===== src/rtl/alu_pkg.sv =====
// Shared definitions for the ALU request arbiter: operand/result widths,
// opcode and FSM state encodings, and the ALU evaluation helpers.
package alu_pkg;

   localparam int OPND_W = 3;
   localparam int RES_W  = 4;

   typedef enum logic [1:0] {
      OP_ADD = 2'b00,
      OP_SUB = 2'b01,
      OP_AND = 2'b10,
      OP_OR  = 2'b11
   } alu_op_e;

   typedef enum logic [1:0] {
      IDLE = 2'b00,
      EXEC = 2'b01,
      RESP = 2'b10
   } state_e;

   // Operands are zero-extended to the result width before the operation,
   // so SUB wraps modulo 2**RES_W and AND/OR always leave the top bit clear.
   function automatic logic [RES_W-1:0] alu_eval(input logic [OPND_W-1:0] a,
                                                 input logic [OPND_W-1:0] b,
                                                 input alu_op_e           op);
      logic [RES_W-1:0] ax;
      logic [RES_W-1:0] bx;
      ax = RES_W'(a);
      bx = RES_W'(b);
      case (op)
         OP_ADD:  return ax + bx;
         OP_SUB:  return ax - bx;
         OP_AND:  return ax & bx;
         default: return ax | bx;
      endcase
   endfunction

   // {carry/borrow, zero}; the ADD "carry" is bit 3 of the 4-bit sum.
   function automatic logic [1:0] alu_flags(input logic [OPND_W-1:0] a,
                                            input logic [OPND_W-1:0] b,
                                            input alu_op_e           op,
                                            input logic [RES_W-1:0]  z);
      logic carry;
      case (op)
         OP_ADD:  carry = z[RES_W-1];
         OP_SUB:  carry = (a < b);
         default: carry = 1'b0;
      endcase
      return {carry, (z == '0)};
   endfunction

endpackage


===== src/rtl/alu_rr_pick.sv =====
// Combinational round-robin picker: returns the first valid index after
// `last` (wrapping modulo NUM_REQ) and whether any request is valid.
module alu_rr_pick #(
   parameter int NUM_REQ = 2,
   parameter int ID_W    = 1
) (
   input  logic [NUM_REQ-1:0] req_valid,
   input  logic [ID_W-1:0]    last,
   output logic [ID_W-1:0]    grant,
   output logic               any_valid
);

   int best_dist;

   // Each index is ranked by its distance after `last`; the nearest valid
   // one wins, which gives the rotating priority without a variable index.
   always_comb begin
      // NOTE: every output of a combinational block gets a default first, so
      //       no path through the block leaves it unassigned (no latch).
      grant     = '0;
      any_valid = 1'b0;
      best_dist = NUM_REQ;
      for (int idx = 0; idx < NUM_REQ; idx++) begin
         if (req_valid[idx] &&
             ((idx + NUM_REQ - int'(last) - 1) % NUM_REQ) < best_dist) begin
            best_dist = (idx + NUM_REQ - int'(last) - 1) % NUM_REQ;
            grant     = ID_W'(idx);
            any_valid = 1'b1;
         end
      end
   end

endmodule


===== src/rtl/alu_req_arbiter.sv =====
// Round-robin arbiter sharing one registered 3-bit ALU between NUM_REQ
// requesters. Define ALU_ARB_FLAGS_EN to add the rsp_flags output.
module alu_req_arbiter
   import alu_pkg::*;
#(
   parameter int NUM_REQ = 2,
   parameter int ID_W    = 1
) (
   input  logic                     clk,
   input  logic                     rst,
   input  logic [NUM_REQ-1:0]       req_valid,
   output logic [NUM_REQ-1:0]       req_ready,
   input  logic [OPND_W*NUM_REQ-1:0] req_a,
   input  logic [OPND_W*NUM_REQ-1:0] req_b,
   input  logic [2*NUM_REQ-1:0]     req_op,
   output logic                     rsp_valid,
   input  logic                     rsp_ready,
   output logic [ID_W-1:0]          rsp_id,
   output logic [RES_W-1:0]         rsp_z,
`ifdef ALU_ARB_FLAGS_EN
   output logic [1:0]               rsp_flags,
`endif
   output logic                     busy
);

   state_e             state;
   state_e             state_nxt;
   logic [ID_W-1:0]    last;
   logic [ID_W-1:0]    grant;
   logic               any_valid;

   logic [OPND_W-1:0]  sel_a;
   logic [OPND_W-1:0]  sel_b;
   alu_op_e            sel_op;

   logic [OPND_W-1:0]  lat_a;
   logic [OPND_W-1:0]  lat_b;
   alu_op_e            lat_op;
   logic [ID_W-1:0]    lat_id;
   logic [RES_W-1:0]   exec_z;

   alu_rr_pick #(
      .NUM_REQ (NUM_REQ),
      .ID_W    (ID_W)
   ) u_pick (
      .req_valid (req_valid),
      .last      (last),
      .grant     (grant),
      .any_valid (any_valid)
   );

   // Operand mux for the granted requester.
   always_comb begin
      sel_a  = '0;
      sel_b  = '0;
      sel_op = OP_ADD;
      for (int i = 0; i < NUM_REQ; i++) begin
         if (grant == ID_W'(i)) begin
            sel_a  = req_a[i*OPND_W +: OPND_W];
            sel_b  = req_b[i*OPND_W +: OPND_W];
            sel_op = alu_op_e'(req_op[i*2 +: 2]);
         end
      end
   end

   assign exec_z = alu_eval(lat_a, lat_b, lat_op);

   // State register.
   always_ff @(posedge clk) begin
      // NOTE: sequential state uses non-blocking assignments so every
      //       register samples pre-edge values regardless of block order.
      if (rst) state <= IDLE;
      else     state <= state_nxt;
   end

   // Next-state logic.
   always_comb begin
      state_nxt = state;
      case (state)
         IDLE:    if (any_valid) state_nxt = EXEC;
         EXEC:    state_nxt = RESP;
         RESP:    if (rsp_ready) state_nxt = IDLE;
         default: state_nxt = IDLE;
      endcase
   end

   // Outputs decoded from state; the grant is offered only while IDLE.
   always_comb begin
      req_ready = '0;
      busy      = (state != IDLE);
      if (state == IDLE && any_valid) req_ready = NUM_REQ'(1) << grant;
   end

   // Datapath: latch the winner in IDLE, register the result in EXEC,
   // and hold it in RESP until the consumer takes it.
   always_ff @(posedge clk) begin
      if (rst) begin
         last      <= ID_W'(NUM_REQ - 1);
         lat_a     <= '0;
         lat_b     <= '0;
         lat_op    <= OP_ADD;
         lat_id    <= '0;
         rsp_valid <= 1'b0;
         rsp_z     <= '0;
         rsp_id    <= '0;
`ifdef ALU_ARB_FLAGS_EN
         rsp_flags <= 2'b00;
`endif
      end else begin
         case (state)
            IDLE: begin
               if (any_valid) begin
                  lat_a  <= sel_a;
                  lat_b  <= sel_b;
                  lat_op <= sel_op;
                  lat_id <= grant;
                  last   <= grant;
               end
            end
            EXEC: begin
               rsp_z     <= exec_z;
               rsp_id    <= lat_id;
               rsp_valid <= 1'b1;
`ifdef ALU_ARB_FLAGS_EN
               rsp_flags <= alu_flags(lat_a, lat_b, lat_op, exec_z);
`endif
            end
            RESP: begin
               if (rsp_ready) rsp_valid <= 1'b0;
            end
            default: rsp_valid <= 1'b0;
         endcase
      end
   end

endmodule


===== config.mk =====
export PLATFORM = sky130hd
export DESIGN_NAME = alu_req_arbiter
export DESIGN_NICKNAME = d
export VERILOG_FILES = /design/src/rtl/alu_pkg.sv /design/src/rtl/alu_rr_pick.sv /design/src/rtl/alu_req_arbiter.sv
export SDC_FILE = /design/constraint.sdc
export NUM_CORES = 1
export LEC_CHECK = 0
export ABC_CLOCK_PERIOD_IN_PS = 1900
export BUFFER_PORTS_ARGS = -buffer_cell sky130_fd_sc_hd__buf_2
export CAP_MARGIN = 40
export CORE_MARGIN = 1.5
export CORE_UTILIZATION = 33
export CTS_CLUSTER_SIZE = 12
export DETAILED_ROUTE_END_ITERATION = 10
export PLACE_DENSITY = 0.57
export SYNTH_ARGS = -nofsm -noshare
export SYNTH_HDL_FRONTEND = slang
export SYNTH_SLANG_ARGS = --single-unit

===== constraint.sdc =====
create_clock -name clk -period 1.9 [get_ports clk]
set_input_delay 0.19 -clock clk [delete_from_list [all_inputs] [get_ports clk]]
set_output_delay 0.19 -clock clk [all_outputs]
set_load 0.01 [all_outputs]

# ---- Yosys cells after proc, flatten, opt, wreduce, memory -nomap -nowiden
# Cells that the tools add are included.
dict set report totals {
  mem_bits_ro 0
  in_bits 21
  regBits 18
  memories 0
  ram_bits 0
  latch_bits 0
  word_cells 52
}
dict set report op_classes {
  multipliers 0
  n_mux 14
  bitwise 5
  shifts 1
  addsub 6
  n_lt_le_gt_ge 2
  div_mod_pow 0
  reduce_logical 9
  n_eq_ne 6
}
# cell n
set ops {}
lappend ops {{less-than comparator 2 x 32 -> 1 bit} 1}
lappend ops {{2-to-1 mux 32 bit} 1}
lappend ops {{subtractor 32 x 2 -> 32 bit (second input constant)} 1}
lappend ops {{one-hot mux 4 bit (3 select lines)} 1}
lappend ops {{2-to-1 mux 2 bit} 4}
lappend ops {{2-to-1 mux 3 bit} 2}
lappend ops {{one-hot mux 2 bit (3 select lines)} 1}
lappend ops {{AND reduction 2 bit} 3}
lappend ops {{subtractor 2 x 1 -> 3 bit (first input constant)} 2}
lappend ops {{adder 3 x 3 -> 4 bit} 1}
lappend ops {{equality test 2 x 1 -> 1 bit (second input constant)} 2}
lappend ops {{equality test 2 bit (second input constant)} 2}
lappend ops {{logical NOT 2 bit} 2}
lappend ops {{2-to-1 mux 1 bit} 4}
lappend ops {{!= test 2 bit (second input constant)} 2}
lappend ops {{subtractor 3 x 2 -> 4 bit (second input constant)} 1}
lappend ops {{subtractor 3 x 3 -> 4 bit} 1}
lappend ops {{bitwise AND 3 bit} 1}
lappend ops {{logical AND 1 bit} 3}
lappend ops {{less-than comparator 2 x 3 -> 1 bit (second input constant)} 1}
lappend ops {{OR 3 bit} 1}
lappend ops {{one-hot mux 1 bit (3 select lines)} 1}
lappend ops {{bitwise AND 1 bit} 2}
lappend ops {{nonzero test 2 bit} 1}
lappend ops {{other kinds (2)} 2}

# ---- Logic depth before layout (Yosys ltp)
# Gate-level depths: netlist of run 1.
dict set report depth {
  word_depth 11
  ltp_mapped 10
}

# ---- By module
# From an unflattened synthesis of run 1, not the netlist that was laid out.
dict set report unflattened {
  hier_cells 115
  hier_area_um2 1018.5
}
# mod seq_area_each_um2 area_each_um2 cells_per_inst n_inst
set by_module_without_submodules {}
lappend by_module_without_submodules {alu_req_arbiter 360.3 1004.7 113 1}
lappend by_module_without_submodules {alu_rr_pick 0.0 13.8 2 1}

# ---- Worst setup path before layout of run 1
# No wires, ideal clock.
dict set report synth_timing {
  path_type {register to register}
  startpoint {register lat_b[0]}
  endpoint {register rsp_z[3]}
  path_buffers 0
  required_ns 1.804
  setup_slack_ns 0.033
  synth_period_minus_slack_ns 1.867
  arrival_time_ns 1.772
  path_stages_with_launch 11
  cell_sequence {dfxtp_1 inv_1 ha_1 nand2_1 o21ai_0 inv_1 ha_1 nand2_1 o21ai_0 xnor2_1 o41ai_2}
}
dict set report synth_via {
  elab_chain_len 2
  elab_cells_between_ends 3
  classes_between {add/sub: 2; mux: 1}
}
# element line
set synth_lines {}
lappend synth_lines {{start: declaration} alu_req_arbiter.sv:37} ;# logic [OPND_W-1:0] lat_b;
lappend synth_lines {{start signal: assignment} alu_req_arbiter.sv:114} ;# lat_b <= sel_b;
lappend synth_lines {{subtractor 3 x 3 -> 4 bit or adder 3 x 3 -> 4 bit (tied branches)} {alu_pkg.sv:32, alu_pkg.sv:31}}
lappend synth_lines {{one-hot mux 4 bit (3 select lines) *} alu_pkg.sv:30} ;# case (op)
lappend synth_lines {{end signal: assignment} alu_req_arbiter.sv:121} ;# rsp_z <= exec_z;
lappend synth_lines {{end: declaration} alu_req_arbiter.sv:19} ;# output logic [RES_W-1:0] rsp_z,
# Mark *: on every way between the ends. The rest lies on a longest branch, timed or not.
# A chain may end at the register's enable or synchronous reset.

# ---- Worst setup path after layout of run 1
dict set report layout_timing {
  startpoint {register lat_b[0]}
  endpoint {register rsp_z[2]}
}
# The elaborated chain is that of the path after synthesis.

==> results.yml, run 1 <==
drt:
  drc_errors: 0
  drt_first_pass_iters: 5
  vias: 833
  drt_iter0_drc: 38
  vias_per_cell: 5.048
  wl_um: 1940
  wl_per_cell_um: 11.76
  drtAntennaViolNets: 0
placement:
  dpl_cell_area_um2: 1121
  portBuffers: 29
  place.gp.congestion: 0.7353
  hpwl_um: 1515
  place_ws_ps: -7.091
global_routing:
  grt_overflow_total: 0
  grt_max_degree: 20
  antenna_found_initial: 0
  grt_pass1_vias: 783
  grt_usage_pct: 12.73
  grt_pass1_wl_um: 3270
final_layout:
  fillers: 275
  final_area_um2: 1154
  drive_gt1_share_pct: 34.33
  areaGrowthSynthToFinish_pct: 22.44
  multi_input_area_um2: 524.3
  num_antenna_cells: 0
  nets: 164
  seqCellArea_um2: 362.8
synthesis:
  yosysMostFrequentCell: "dfxtp_1"
  synth.area.top_cells: "dfxtp_1 38%, a222oi_1 8.5%, ha_1 8.0%, nor2_1 6.4%, a21oi_1 3.2%"
  synth_area_leader_cell: "dfxtp_1"
  synth_fp_nets: 131
  ys_seq_elements: 18
  ys_seq_area_share_pct: 38.25
  synth_flop_cell: "dfxtp_1"
  synth_top_cell_area_share_pct: 38.25
  ys_warn_count: 0
  synth.distinct_cells: 31
  netlist_area_um2: 942.2
  synth_common_cells: "18 x dfxtp_1, 16 x nor2_1, 8 x a222oi_1"
  synthCells: 103
  synth_edf_count: 0
  syn_avg_cell_area_um2: 9.147
  ys_async_sr_fraction_pct: 0
worst_setup_path:
  crit_fanout: 2
  crit_type: "register to register"
  worstSetupStartpointType: "register"
  cp.arrival_ps: 2010
  critical_path.slowest_cell: "fa_1"
  crit_path_end_kind: "register"
  crit_chain: "inv_1, ha_1, nand2_1, o21ai_2, fa_1, xor2_1, o21ai_0, a21oi_1, nor3_1"
  worstPathRequired_ps: 2130
  cpPeakStageDelay_ps: 410
clocking:
  root_buffer: "clkbuf_4"
  cts_hold_buf: 0
  clk_path_buf_depth: 2
  cts.sinks: 18
  cts_made_buffers: 3
  clock_latency_ps: 290
  cts_tree: "yes"
  htree_levels: 1
  clk_pin_slew_ps: 110
power:
  p_sw_w: 0.0003023
  p_int_w: 0.0006376
  peakVddDrop_uv: 449.0
  power.density_nw_per_um2: 814.8
  p_seq_share_pct: 47.1
  swShare_pct: 32.17
  p_leak_nw: 0.5221
  power_frac_comb_pct: 32.5
  power_frac_clock_pct: 20.4
timing:
  setup_violations: 0
  rsz0062_at_grt: "no"
  drv_slew: 0
  worstMarginPinSlew_ps: 406.6
  fin_crit_ps: 1781
  maxSlewHeadroom_pct: 72.84
  finalHoldViolations: 0
  fin_skew_ps: 9.190
  worst_slack_ps: 118.6
  period_share_pct: 93.76
  fmax_ghz: 0.5613
die:
  core_area_um2: 2734
  fp.dieH_um: 56.43
  io_pins: 30
  die_area_um2: 3184
  die_x_um: 56.43
  core.rowCount: 19
  initial_core_util_pct: 34.46
job:
  drv_cap: 0
worst_hold_path:
  hold_class: "input port to register"
outcome:
  outcome: "finished, final reports clean"
[power groups by stage]
stage	Sequential (W)	Combinational [W]	Clock (W)
after global placement	0.000450	0.000293	0
after CTS	0.000443	0.000302	0.000201
after floorplan	0.000456	0.000212	0
after global routing	0.000449	0.000345	0.000212
after detailed placement	0.000452	0.000299	0
final	0.000443	0.000305	0.000192
[metrics by stage]
step	setup TNS (ps)	std cells	power (W)	hold WS (ps)	util [%]
after floorplan	0	103	0.0006679	358.3	-
final	0	165	0.0009399	150.9	42.20
after detailed placement	-7.091	162	0.0007504	448.7	41.01
after global placement	0	162	0.0007435	442.0	41.01
after global routing	0	165	0.001005	155.4	42.20
after CTS	0	165	0.0009458	141.2	41.83
[logic make-up (layout without fill, tap and decap cells)]
logic type / Yosys count / after routing / share of synthesized area, %
buffers and inverters: 12 / 43 / 6.905
AOI/OAI and AO/OA: 23 / 23 / 19.39
DFF: 18 / 18 / 38.25
adders and majority gates: 9 / 9 / 12.22
and+or+nand+nor: 38 / 38 / 20.45
xor gates and xnor gates: 3 / 3 / 2.789
[cell usage in the layout, fill, tap and decap left out, types with 2 or more instances in the layout]
cell / count
buf_2: 29
nor2_1: 16
dfxtp_1: 16
a222oi_1: 8
inv_1: 6
nand2_1: 6
ha_1: 6
a21oi_1: 5
buf_4: 5
nand2b_1: 3
nor2b_1: 3
nor3_1: 3
clkbuf_4: 3
xnor2_1: 2
o21ai_0: 2
maj3_1: 2
dfxtp_2: 2
[path summary, 6_finish.rpt]
check / start / end / slack, ps / cells after the start
min reg2reg: rsp_id / rsp_id / 460 / 2
max: lat_b[0] / rsp_z[2] / 120 / 9
min: req_op[3] / lat_op[1] / 150 / 3
max reg2reg: lat_b[0] / rsp_z[2] / 120 / 9
[per-layer routing]
layer  wire (um)  track usage, %  vias up
met5           0               0        -
li1            -               -      428
met4           0           5.102        0
met1         932           16.48      376
met2         869           20.43       29
met3         139           2.765        0
[layout make-up]
class	count	share of cell area [%]
Sequential cell	18	31.45
Clock buffer	3	1.952
Multi-Input combinational cell	73	45.44
Timing Repair Buffer	34	15.84
Tap cell	31	3.362
Inverter	6	1.952
[critical path, delay by kind of cell, from the launching register on]
family,cells,cell delay (ps)
adder cells (fa/ha/maj),2,690
flip-flops,1,340
XOR/XNOR,1,150
buffers and inverters,1,50
AND/OR/NAND/NOR,2,230
AO/OA/AOI/OAI,3,260
[what timing repair did]
item | 4_1_cts | 5_1_grt
setup buffers | 0 | 0
pin swaps | 0 | 3
gates resized for setup | 1 | 5
endpoints found under the hold margin | 0 | 0
setup endpoints to repair | 1 | 3
[flip-flops by register name, summed over array words and instances (netlist names)]
signal / cells
rsp_z: 4
lat_a: 3
lat_b: 3
lat_op: 2
state: 2
last: 1
lat_id: 1
rsp_id: 1
rsp_valid: 1
No activity file was read; power rests on OpenSTA's default activity.
==> run 2, diff against run 1 <==
GPL_TIMING_DRIVEN = 0   (was unset)
PLACE_DENSITY = 0.56   (was 0.57)
==> results.yml, run 2 (same netlist as run 1, synthesis figures left out) <==
drt:
  wl_um: 2088
  drt_first_pass_iters: 5
  drtAntennaViolNets: 0
  wl_per_cell_um: 12.36
  vias: 870
  vias_per_cell: 5.148
  drt_iter0_drc: 42
  drc_errors: 0
timing:
  maxSlewHeadroom_pct: 70.30
  fmax_ghz: 0.5400
  rsz0062_at_grt: "yes"
  setup_violations: 0
  worst_slack_ps: 48.07
  drv_slew: 0
  worstMarginPinSlew_ps: 445.6
  fin_skew_ps: 4.431
  finalHoldViolations: 0
  fin_crit_ps: 1852
  period_share_pct: 97.47
final_layout:
  fillers: 273
  final_common_cell: "buf_2"
  nets: 167
  finalNonFillerCells: 169
  final_area_um2: 1199
  largest_reg_flops: 4
  num_antenna_cells: 0
  layout_common_cells: "29 x buf_2, 16 x nor2_1, 14 x dfxtp_1"
  areaGrowthSynthToFinish_pct: 27.22
  reg_top3: "rsp_z x4, lat_a x3, lat_b x3"
  largest-register: "rsp_z"
  drive_gt1_share_pct: 36.96
die:
  core_area_um2: 2734
  initial_core_util_pct: 34.46
  fp.dieH_um: 56.43
  die_area_um2: 3184
  core.rowCount: 19
  die_x_um: 56.43
  io_pins: 30
power:
  power.density_nw_per_um2: 835.7
  p_seq_share_pct: 44.6
  p_int_w: 0.0006919
  peakVddDrop_uv: 510.2
  p_sw_w: 0.0003098
  power_frac_clock_pct: 23.5
  p_total_w: 0.001002
  power_frac_comb_pct: 31.9
  swShare_pct: 30.93
  p_leak_nw: 0.5375
global_routing:
  met1_usage_pct: 17.90
  grt_overflow_total: 0
  grt_pass1_wl_um: 3588
  grt_max_degree: 11
  grt_pass1_vias: 820
  grt.busiest_layer: "met2"
  grt_usage_pct: 13.92
  use_met2_pct: 23.26
  antenna_found_initial: 0
  grt.met3_usage_pct: 2.304
worst_hold_path:
  hold_class: "input port to register"
placement:
  placed_cells: 162
  dpl_cell_area_um2: 1121
  portBuffers: 28
  place_ws_ps: -211.0
  place.gp.congestion: 0.7580
  hpwl_um: 1601
clocking:
  cts.sinks: 18
  cts_tree: "yes"
  clk_path_buf_depth: 2
  clock_latency_ps: 290
  cts_made_buffers: 3
  clk_pin_slew_ps: 110
  root_buffer: "clkbuf_4"
  cts_hold_buf: 0
  htree_levels: 1
worst_setup_path:
  crit_type: "register to register"
  cp.arrival_ps: 2040
  worstSetupStartpointType: "register"
  crit_path_end_kind: "register"
  crit_fanout: 3
  worstPathRequired_ps: 2090
job:
  drv_cap: 0
outcome:
  outcome: "finished, final reports clean"
-- run 2: per-layer routing --
metal  vias to the layer above  routed length (um)
li1                        433                   -
met1                       414                 927
met2                        21                1047
met3                         2                  96
met4                         0                  17
met5                         -                   0
-- run 2: cell type report --
class	instances	area (um^2)	area share, %
tap	31	38.79	3.236
timing repair buffer	32	170.2	14.20
buffer	5	35.03	2.923
sequential	18	372.9	31.11
clock buffer	4	36.28	3.027
multi-input combinational	73	523.0	43.63
inverter	6	22.52	1.879
-- run 2: worst max-delay path: stages (launching register included) --
cell and delay [ps]:
dfxtp_4 360, inv_1 50, ha_2 160, nor2b_1 130
xnor2_1 100, ha_1 340, a21oi_1 150, o21ai_1 90
xnor2_1 140, o41ai_2 240
-- run 2: timing repair --
action,4_1_cts,5_1_grt
gates resized for setup,11,2
setup endpoints to repair,3,2
pin swaps,5,1
buffers inserted,4,0
-- run 2: power by group through the flow --
stage | logic (W) | clock network [W] | registers (W)
6_report | 0.000319 | 0.000236 | 0.000447
5_1_grt | 0.000357 | 0.000265 | 0.000454
4_1_cts | 0.000319 | 0.000248 | 0.000447
3_5_place_dp | 0.000297 | 0 | 0.000458
3_3_place_gp | 0.000285 | 0 | 0.000455
2_1_floorplan | 0.000212 | 0 | 0.000456
-- run 2: final timing paths --
| check | to | depth (start not counted) | start | slack (ps) |
|---|---|---|---|---|
| hold reg to reg | rsp_id | 2 | rsp_id | 460 |
| hold / removal | lat_b[1] | 3 | req_b[4] | 150 |
| setup reg to reg | rsp_z[3] | 9 | lat_b[1] | 50 |
| setup / recovery | rsp_z[3] | 9 | lat_b[1] | 50 |
-- run 2: stage by stage --
stage	utilization [%]	TNS [ps]	hold WS [ps]
6_report	43.84	0	146.9
5_1_grt	43.84	-105.3	144.4
4_1_cts	43.71	0	137.1
3_5_place_dp	41.01	-415.2	448.3
3_3_place_gp	41.01	-212.5	443.7
2_1_floorplan	-	0	358.3
==> run 3, diff against run 2 <==
CORE_ASPECT_RATIO = 2   (was unset)
TNS_END_PERCENT = 10   (was unset)
==> results.yml, run 3 (same netlist as run 1, synthesis figures left out) <==
final_layout:
  final_common_cell: "buf_2"
  nets: 164
  areaGrowthSynthToFinish_pct: 27.62
  num_antenna_cells: 0
  finalNonFillerCells: 164
  drive_gt1_share_pct: 35.56
  largest-register: "rsp_z"
  layout_common_cells: "29 x buf_2, 16 x nor2_1, 15 x dfxtp_1"
  reg_top3: "rsp_z x4, lat_a x3, lat_b x3"
  largest_reg_flops: 4
worst_setup_path:
  crit_chain: "inv_1, ha_1, nor2b_4, xnor2_1, ha_1, a21oi_1, o21ai_1, xnor2_1, o41ai_2"
  cpPeakStageDelay_ps: 370
  cp-startpoint: "lat_b[0]"
  cp.arrival_ps: 2050
  setup.worst_path.end: "rsp_z[3]"
  rrSetupSlack_ps: 10
  reg2regPathDepth: 9
  worstSetupStartpointType: "register"
  worstPathRequired_ps: 2060
  critical_path.slowest_cell: "dfxtp_4"
  crit_fanout: 5
  rr_startpoint: "lat_b[0]"
  r2r_end: "rsp_z[3]"
  crit_type: "register to register"
  crit_path_end_kind: "register"
timing:
  maxSlewHeadroom_pct: 69.97
  rsz0062_at_grt: "yes"
  fin_skew_ps: 1.918
  fin_setup_tns_ps: 0
  worstMarginPinSlew_ps: 450.5
  finalHoldViolations: 0
  drv_slew: 0
  setup_violations: 0
  fmax_ghz: 0.5300
  period_share_pct: 99.31
  fin_crit_ps: 1887
  worst_slack_ps: 13.20
placement:
  hpwl_um: 1649
  place.gp.congestion: 0.8568
  placed_cells: 160
  place_ws_ps: -172.4
  portBuffers: 28
global_routing:
  grt_overflow_total: 0
  grt_usage_pct: 15.39
  grt_max_degree: 11
  antenna_found_initial: 0
  grt_pass1_wl_um: 3491
  grt_pass1_vias: 825
drt:
  drc_errors: 0
  wl_per_cell_um: 13.24
  wl_um: 2171
  drt_iter0_drc: 37
  drtAntennaViolNets: 0
  vias_per_cell: 5.323
  vias: 873
  drt_first_pass_iters: 4
die:
  initial_core_util_pct: 34.43
  die_x_um: 40.78
  die_area_um2: 3204
  io_pins: 30
  core.rowCount: 27
  fp.dieH_um: 78.57
  core_area_um2: 2736
job:
  drv_cap: 0
power:
  p_leak_nw: 0.5394
  peakVddDrop_uv: 642.2
  power.density_nw_per_um2: 901.5
clocking:
  cts_tree: "yes"
  clock_latency_ps: 250
  cts_hold_buf: 0
  htree_levels: 1
  root_buffer: "clkbuf_8"
  cts.sinks: 18
  clk_pin_slew_ps: 70
  cts_setup_buffers: 0
  cts_made_buffers: 3
  clk_path_buf_depth: 2
worst_hold_path:
  hold_class: "input port to register"
outcome:
  outcome: "finished, final reports clean"
==> run 3: changes by cell type in the layout (fill, tap and decap cells not counted), sizes merged <==
| cell | before | now |
|---|---|---|
| buf | 35 | 32 |
==> run 3: where the power goes <==
part	leakage, nW	internal (W)	switching [W]
Combinational	0.361	0.000154	0.000166
Clock	0.0288	0.000184	0.000130
Sequential	0.150	0.000416	0.0000332
Total	0.539	0.000755	0.000329
==> run 3: through the flow <==
step	utilization, %	hold slack [ps]	power, W	area (um^2)
after detailed placement	40.88	444.7	0.0007559	1119
final	43.94	191.3	0.001084	1202
after global placement	40.88	443.2	0.0007399	1119
after global routing	43.94	212.9	0.001147	1202
after floorplan	-	358.3	0.0006679	942.2
after CTS	43.30	192.9	0.001077	1185
==> run 3: layer usage <==
layer / vias up / track usage, % / part of all wire, %
met3: 7 / 1.695 / 3.3
met1: 409 / 17.17 / 37
met5: - / 0 / 0
li1: 432 / - / -
met2: 25 / 26.09 / 57
met4: 0 / 7.667 / 2.7
==> run 3: worst max-delay path: cells and delay by family, from the launching register on <==
kind	cells	cell delay [ps]
adders and majority gates	2	510
AOI/OAI and AO/OA	3	470
DFF	1	370
xor gates and xnor gates	2	270
and+or+nand+nor	1	120
buffers and inverters	1	60
==> run 3: how the worst min path moves through the flow <==
| stage | startpoint | to | slack (ps) | depth (start not counted) |
|---|---|---|---|---|
| after floorplan | req_op[3] | lat_op[1] | 360 | 2 |
| after global placement | rsp_id | rsp_id | 440 | 2 |
| after detailed placement | rsp_id | rsp_id | 440 | 2 |
| after CTS | req_op[3] | lat_op[1] | 190 | 3 |
| after global routing | req_b[4] | lat_b[1] | 210 | 3 |
| final | req_b[5] | lat_b[2] | 190 | 3 |
==> run 3: timing repair <==
item,CTS,global route
gates resized for setup,7,5
setup endpoints to repair,3,3
pin swaps,2,2
==> run 3: cell type report <==
class,instances,area (um^2)
clock buffers,4,55.05
multi-input cells,73,535.5
fillers,291,1534
well taps,29,36.28
plain buffers,6,46.29
repair buffers,28,140.1
inverters,6,22.52
flip-flops and latches,18,366.6
